## src/rtl/cve2_pkg.sv

```systemverilog
// cve2_pkg: shared types for the instruction/data memory arbiter
package cve2_pkg;
   typedef enum logic {ArbSrcInstr = 1'b0, ArbSrcData = 1'b1} arb_src_e;
   typedef enum logic {ArbIdle = 1'b0, ArbLocked = 1'b1} arb_state_e;
   function automatic arb_src_e arb_other(arb_src_e s);
      return s == ArbSrcData ? ArbSrcInstr : ArbSrcData;
   endfunction
endpackage

```

## src/rtl/cve2_arb_id_fifo.sv

```systemverilog
// cve2_arb_id_fifo: in-order record of which source owns each outstanding memory transaction
module cve2_arb_id_fifo
   import cve2_pkg::*;
#(
   parameter int Depth = 2
) (
   input  logic     clk_i,
   input  logic     rst_i,
   input  logic     push,
   input  arb_src_e wdata,
   input  logic     pop,
   output arb_src_e rdata,
   output logic     full,
   output logic     empty
);
   localparam int PtrW = Depth > 1 ? $clog2(Depth) : 1;
   localparam int CntW = $clog2(Depth + 1);
   arb_src_e        mem_q [Depth];
   logic [PtrW-1:0] wptr_q, rptr_q;
   logic [CntW-1:0] cnt_q;
   logic            do_push, do_pop;
   function automatic logic [PtrW-1:0] inc(logic [PtrW-1:0] p);
      return p == PtrW'(Depth - 1) ? '0 : p + 1'b1;
   endfunction
   assign full    = cnt_q == CntW'(Depth);
   assign empty   = cnt_q == '0;
   assign do_push = push & ~full;
   assign do_pop  = pop & ~empty;
   assign rdata   = mem_q[rptr_q];
   always_ff @(posedge clk_i) begin
      if (rst_i) begin
         wptr_q <= '0;
         rptr_q <= '0;
         cnt_q  <= '0;
      end else begin
         if (do_push) begin
            mem_q[wptr_q] <= wdata;
            wptr_q        <= inc(wptr_q);
         end
         if (do_pop) rptr_q <= inc(rptr_q);
         cnt_q <= cnt_q + CntW'(do_push) - CntW'(do_pop);
      end
   end
endmodule

```

## src/rtl/cve2_mem_arbiter.sv

```systemverilog
// cve2_mem_arbiter: merges instruction-fetch and LSU ports onto one in-order memory port
module cve2_mem_arbiter
   import cve2_pkg::*;
#(
   parameter int MaxOutstanding = 2,
   parameter bit RoundRobin     = 1'b0
) (
   input  logic        clk_i,
   input  logic        rst_i,
   input  logic        instr_req_i,
   input  logic [31:0] instr_addr_i,
   output logic        instr_gnt_o,
   output logic        instr_rvalid_o,
   output logic [31:0] instr_rdata_o,
   output logic        instr_err_o,
   input  logic        data_req_i,
   input  logic        data_we_i,
   input  logic [3:0]  data_be_i,
   input  logic [31:0] data_addr_i,
   input  logic [31:0] data_wdata_i,
   output logic        data_gnt_o,
   output logic        data_rvalid_o,
   output logic [31:0] data_rdata_o,
   output logic        data_err_o,
   output logic        mem_req_o,
   output logic        mem_we_o,
   output logic [3:0]  mem_be_o,
   output logic [31:0] mem_addr_o,
   output logic [31:0] mem_wdata_o,
   input  logic        mem_gnt_i,
   input  logic        mem_rvalid_i,
   input  logic [31:0] mem_rdata_i,
   input  logic        mem_err_i,
   output logic        unexp_rsp_o
);
   arb_state_e state_q, state_d;
   arb_src_e   lock_src_q, rr_ptr_q, win_src, src, head_src;
   logic       fifo_full, fifo_empty, gnt, pop, unexp_q;
   assign win_src = (data_req_i && (!RoundRobin || rr_ptr_q == ArbSrcData || !instr_req_i)) ?
                    ArbSrcData : ArbSrcInstr;
   // a stalled request keeps its source so the payload never changes before grant
   assign src = state_q == ArbLocked ? lock_src_q : win_src;
   assign gnt = mem_req_o & mem_gnt_i;
   assign pop = mem_rvalid_i & ~fifo_empty;
   always_ff @(posedge clk_i) begin
      if (rst_i) begin
         state_q    <= ArbIdle;
         lock_src_q <= ArbSrcInstr;
         rr_ptr_q   <= ArbSrcData;
         unexp_q    <= 1'b0;
      end else begin
         state_q    <= state_d;
         lock_src_q <= src;
         if (RoundRobin && gnt) rr_ptr_q <= arb_other(src);
         if (mem_rvalid_i && fifo_empty) unexp_q <= 1'b1;
      end
   end
   always_comb begin
      state_d = gnt ? ArbIdle : mem_req_o ? ArbLocked : state_q;
   end
   always_comb begin
      mem_req_o      = (instr_req_i | data_req_i) & ~fifo_full;
      mem_we_o       = src == ArbSrcData ? data_we_i    : 1'b0;
      mem_be_o       = src == ArbSrcData ? data_be_i    : 4'hF;
      mem_addr_o     = src == ArbSrcData ? data_addr_i  : instr_addr_i;
      mem_wdata_o    = src == ArbSrcData ? data_wdata_i : 32'h0;
      instr_gnt_o    = gnt & (src == ArbSrcInstr);
      data_gnt_o     = gnt & (src == ArbSrcData);
      instr_rvalid_o = pop & (head_src == ArbSrcInstr);
      data_rvalid_o  = pop & (head_src == ArbSrcData);
      instr_rdata_o  = instr_rvalid_o ? mem_rdata_i : 32'h0;
      data_rdata_o   = data_rvalid_o  ? mem_rdata_i : 32'h0;
      instr_err_o    = instr_rvalid_o & mem_err_i;
      data_err_o     = data_rvalid_o & mem_err_i;
      unexp_rsp_o    = unexp_q;
   end
   cve2_arb_id_fifo #(
      .Depth(MaxOutstanding)
   ) u_id_fifo (
      .clk_i(clk_i),
      .rst_i(rst_i),
      .push (gnt),
      .wdata(src),
      .pop  (pop),
      .rdata(head_src),
      .full (fifo_full),
      .empty(fifo_empty)
   );
endmodule

```

## config.mk

```make
export PLATFORM = sky130hd
export DESIGN_NAME = cve2_mem_arbiter
export DESIGN_NICKNAME = d
export VERILOG_FILES = /design/src/rtl/cve2_pkg.sv /design/src/rtl/cve2_arb_id_fifo.sv /design/src/rtl/cve2_mem_arbiter.sv
export SDC_FILE = /design/constraint.sdc
export NUM_CORES = 1
export LEC_CHECK = 0
export BUFFER_PORTS_ARGS = -buffer_cell sky130_fd_sc_hd__buf_4
export CAP_MARGIN = 0
export CORE_AREA = 2 2 110 112
export CTS_CLUSTER_DIAMETER = 50
export DETAILED_ROUTE_END_ITERATION = 10
export DIE_AREA = 0 0 112 114
export GPL_ROUTABILITY_DRIVEN = 0
export SLEW_MARGIN = 20
export SYNTH_ARGS = -nofsm -noshare
export SYNTH_HDL_FRONTEND = slang
export SYNTH_SLANG_ARGS = --single-unit
```

## constraint.sdc

```tcl
create_clock -name clk_i -period 4.3 [get_ports clk_i]
set_clock_uncertainty 0.15 [all_clocks]
set_input_delay 0 -clock clk_i [delete_from_list [all_inputs] [get_ports clk_i]]
set_output_delay 0 -clock clk_i [all_outputs]
set_load 0.03 [all_outputs]
```

==> run metrics <==
result of the run complete, no violations; met3 wire len 1332 µm; crit path launch type flop; Fmax achieved 420.5 MHz; H-tree depth 1; sequential area share after synthesis 0.1436; Leakage 2.065 nW; I/O pin total 281; cts bufs inserted 3; vias in the first global route 2355; yosys warns 0; pwr dens 315.6 nW/µm²; insertion delay to the later sink of the worst-skew pair 0.24 ns; Area growth syn-to-layout 153.6%; Starting DRT DRC Count 108; placed cell area 3776 µm²; grt ovf 0; WL/cell 15.32 µm; Post-Syn Instances 196; routed wire length 9439 µm; GRT Util Overall 0.1347; crit path DAT 2.23 ns; # diodes 0; Clock Tree Buf Depth 2; post-detailed-route count of antenna-violating nets 0; unrepaired setup endpoints after global routing false; HPWL Detailed 8515 µm; Min Hold Slack 0.03867 ns; switch share 0.4814; Buffers on Ports 280; Die Area 12770 µm²; Syn Nets 337; FFs w/ async S/R, synth 0; Finished Cell Area 3890 µm²; highest routed layer met4; critical path type reg2out; row count 40; # DRC 0; P_sw 0.5910 mW; worst slew pin tran 0.9518 ns; hold crit path type in2reg; ys flop type dfxtp_1; Clk network pwr share 0.137; CP Capture Type output pin; final hold violation count 0; global-route wire length before repair 13280 µm; initial antenna violation count 0; Yosys cell types 29; number of max-cap violations 0; Starting Density 0.1310; setup_tns 0 ns; Data required, critical path 4.15 ns; core box area 11710 µm²; Slew Limit Fails 0; # setup viols final 0; vias post-DR 2382; number of synthesized register bits 10; die height 114 µm; clock tree from TritonCTS built; Tmin final 2.378 ns; DR vias/cell 3.867; Syn Area/Cell 7.826 µm²; largest net degree at the start of global routing 49; mapped cell area 1534 µm²; clock sink count 10; slew margin rel. 0.3648; CTS root buf clkbuf_16; Flop pwr share 0.111; Pre-antenna DRT Iters 4; fraction of layout cells with a size suffix above 1 0.6802; Int Pwr 0.6367 mW; Max IR drop VDD 0.1324 mV; CP max FO 48; Met1 Routed Length 3029 µm; chip width 112 µm; fin crit share 0.5530; Post-synth EDFFs 2; Clock transition at path regs 0.04 ns; cts repair resizes 0; met2 wire length 5007 µm; combinational fraction of design power 0.753; Final nets 611
worst paths after layout:
check | start | endpoint | slack (ns) | cells after the start
max | state_q | mem_addr_o[15] | 1.92 | 4
min | mem_gnt_i | u_id_fifo.cnt_q[0] | 0.04 | 4
max reg2reg | u_id_fifo.cnt_q[0] | u_id_fifo.cnt_q[1] | 2.15 | 6
min reg2reg | u_id_fifo.rptr_q | u_id_fifo.rptr_q | 0.35 | 2
per-stage QoR:
stage	power, mW	utilization	instances	setup slack, ns
4_1_cts	1.242	0.3317	616	1.899
3_3_place_gp	1.057	0.3224	609	2.230
5_1_grt	1.299	0.3322	616	1.794
2_1_floorplan	0.6880	-	196	2.323
3_5_place_dp	1.065	0.3224	609	2.159
6_report	1.228	0.3322	616	1.922
cell families after synthesis:
group	share of synthesized area
muxes	0.2602
xor gates and xnor gates	0.01142
adders and majority gates	0.008155
AOI/OAI and AO/OA	0.02936
and+or+nand+nor	0.4902
buffers and inverters	0.05709
DFF	0.1436
critical path: stages (launching register included):
cell	delay (ns)
dfxtp_1	0.38
mux2i_4	0.72
buf_12	0.31
mux2_2	0.38
buf_4	0.17
power groups by stage:
stage	logic, mW	registers (mW)	clock network, mW
floorplan	0.549	0.139	0
global placement	0.921	0.136	0
detailed placement	0.927	0.138	0
CTS	0.934	0.137	0.171
global route	0.985	0.139	0.175
finish	0.924	0.136	0.168
routing by layer:
layer	vias to the layer above	track usage
li1	1169	-
met5	-	0
met4	0	0.01951
met2	171	0.2675
met3	7	0.06270
met1	1035	0.1291
cells in the mapped netlist, drive strengths merged (2+ instances only):
master	count	area (µm²)
xor2	2	17.52
inv	4	15.01
or2	4	25.02
o31ai	2	15.01
dfxtp	8	160.2
buf	7	42.54
nor2	11	43.80
clkbuf	8	30.03
edfxtp	2	60.06
nor2b	36	235.2
mux2	33	375.3
a21oi	3	15.01
and2	66	412.9
mux2i	2	23.77
layout by cell type (no fill, tap or decap), drive strengths merged:
master,netlist,layout
nand2b,1,1
mux2,33,33
dlygate4sd3,0,3
or3b,1,1
nor3b,1,1
xor2,2,2
o211a,1,1
nor3,1,1
nor2b,36,36
clkbuf,8,3
o31ai,2,2
a21oi,3,3
o21ai,1,1
mux2i,2,2
inv,4,4
clkinv,0,1
ha,1,1
dfxtp,8,8
buf,7,281
nor2,11,11
edfxtp,2,2
and2,66,66
or4,1,1
or2,4,4
repair_timing:
| action | CTS | global route |
|---|---|---|
| hold endpoints to repair | 7 | 0 |
| setup buffers | 0 | 0 |
| hold buffers | 3 | 0 |
flip-flops by register name (all words and copies together) (netlist names), named ones only:
register,flops
u_id_fifo.mem_q,2
u_id_fifo.cnt_q,2
u_id_fifo.wptr_q,1
lock_src_q,1
unexp_rsp_o,1
u_id_fifo.rptr_q,1
state_q,1
layout make-up:
| cell class | instances | area [µm²] |
|---|---|---|
| fill | 1238 | 7821 |
| timing repair buffer | 284 | 2152 |
| multi-input combinational | 167 | 1240 |
| sequential | 10 | 220.2 |
| tap | 147 | 183.9 |
| clock buffer | 3 | 75.07 |
| inverter | 4 | 15.01 |
| clock inverter | 1 | 3.754 |
Power figures use the tool's default switching activity.
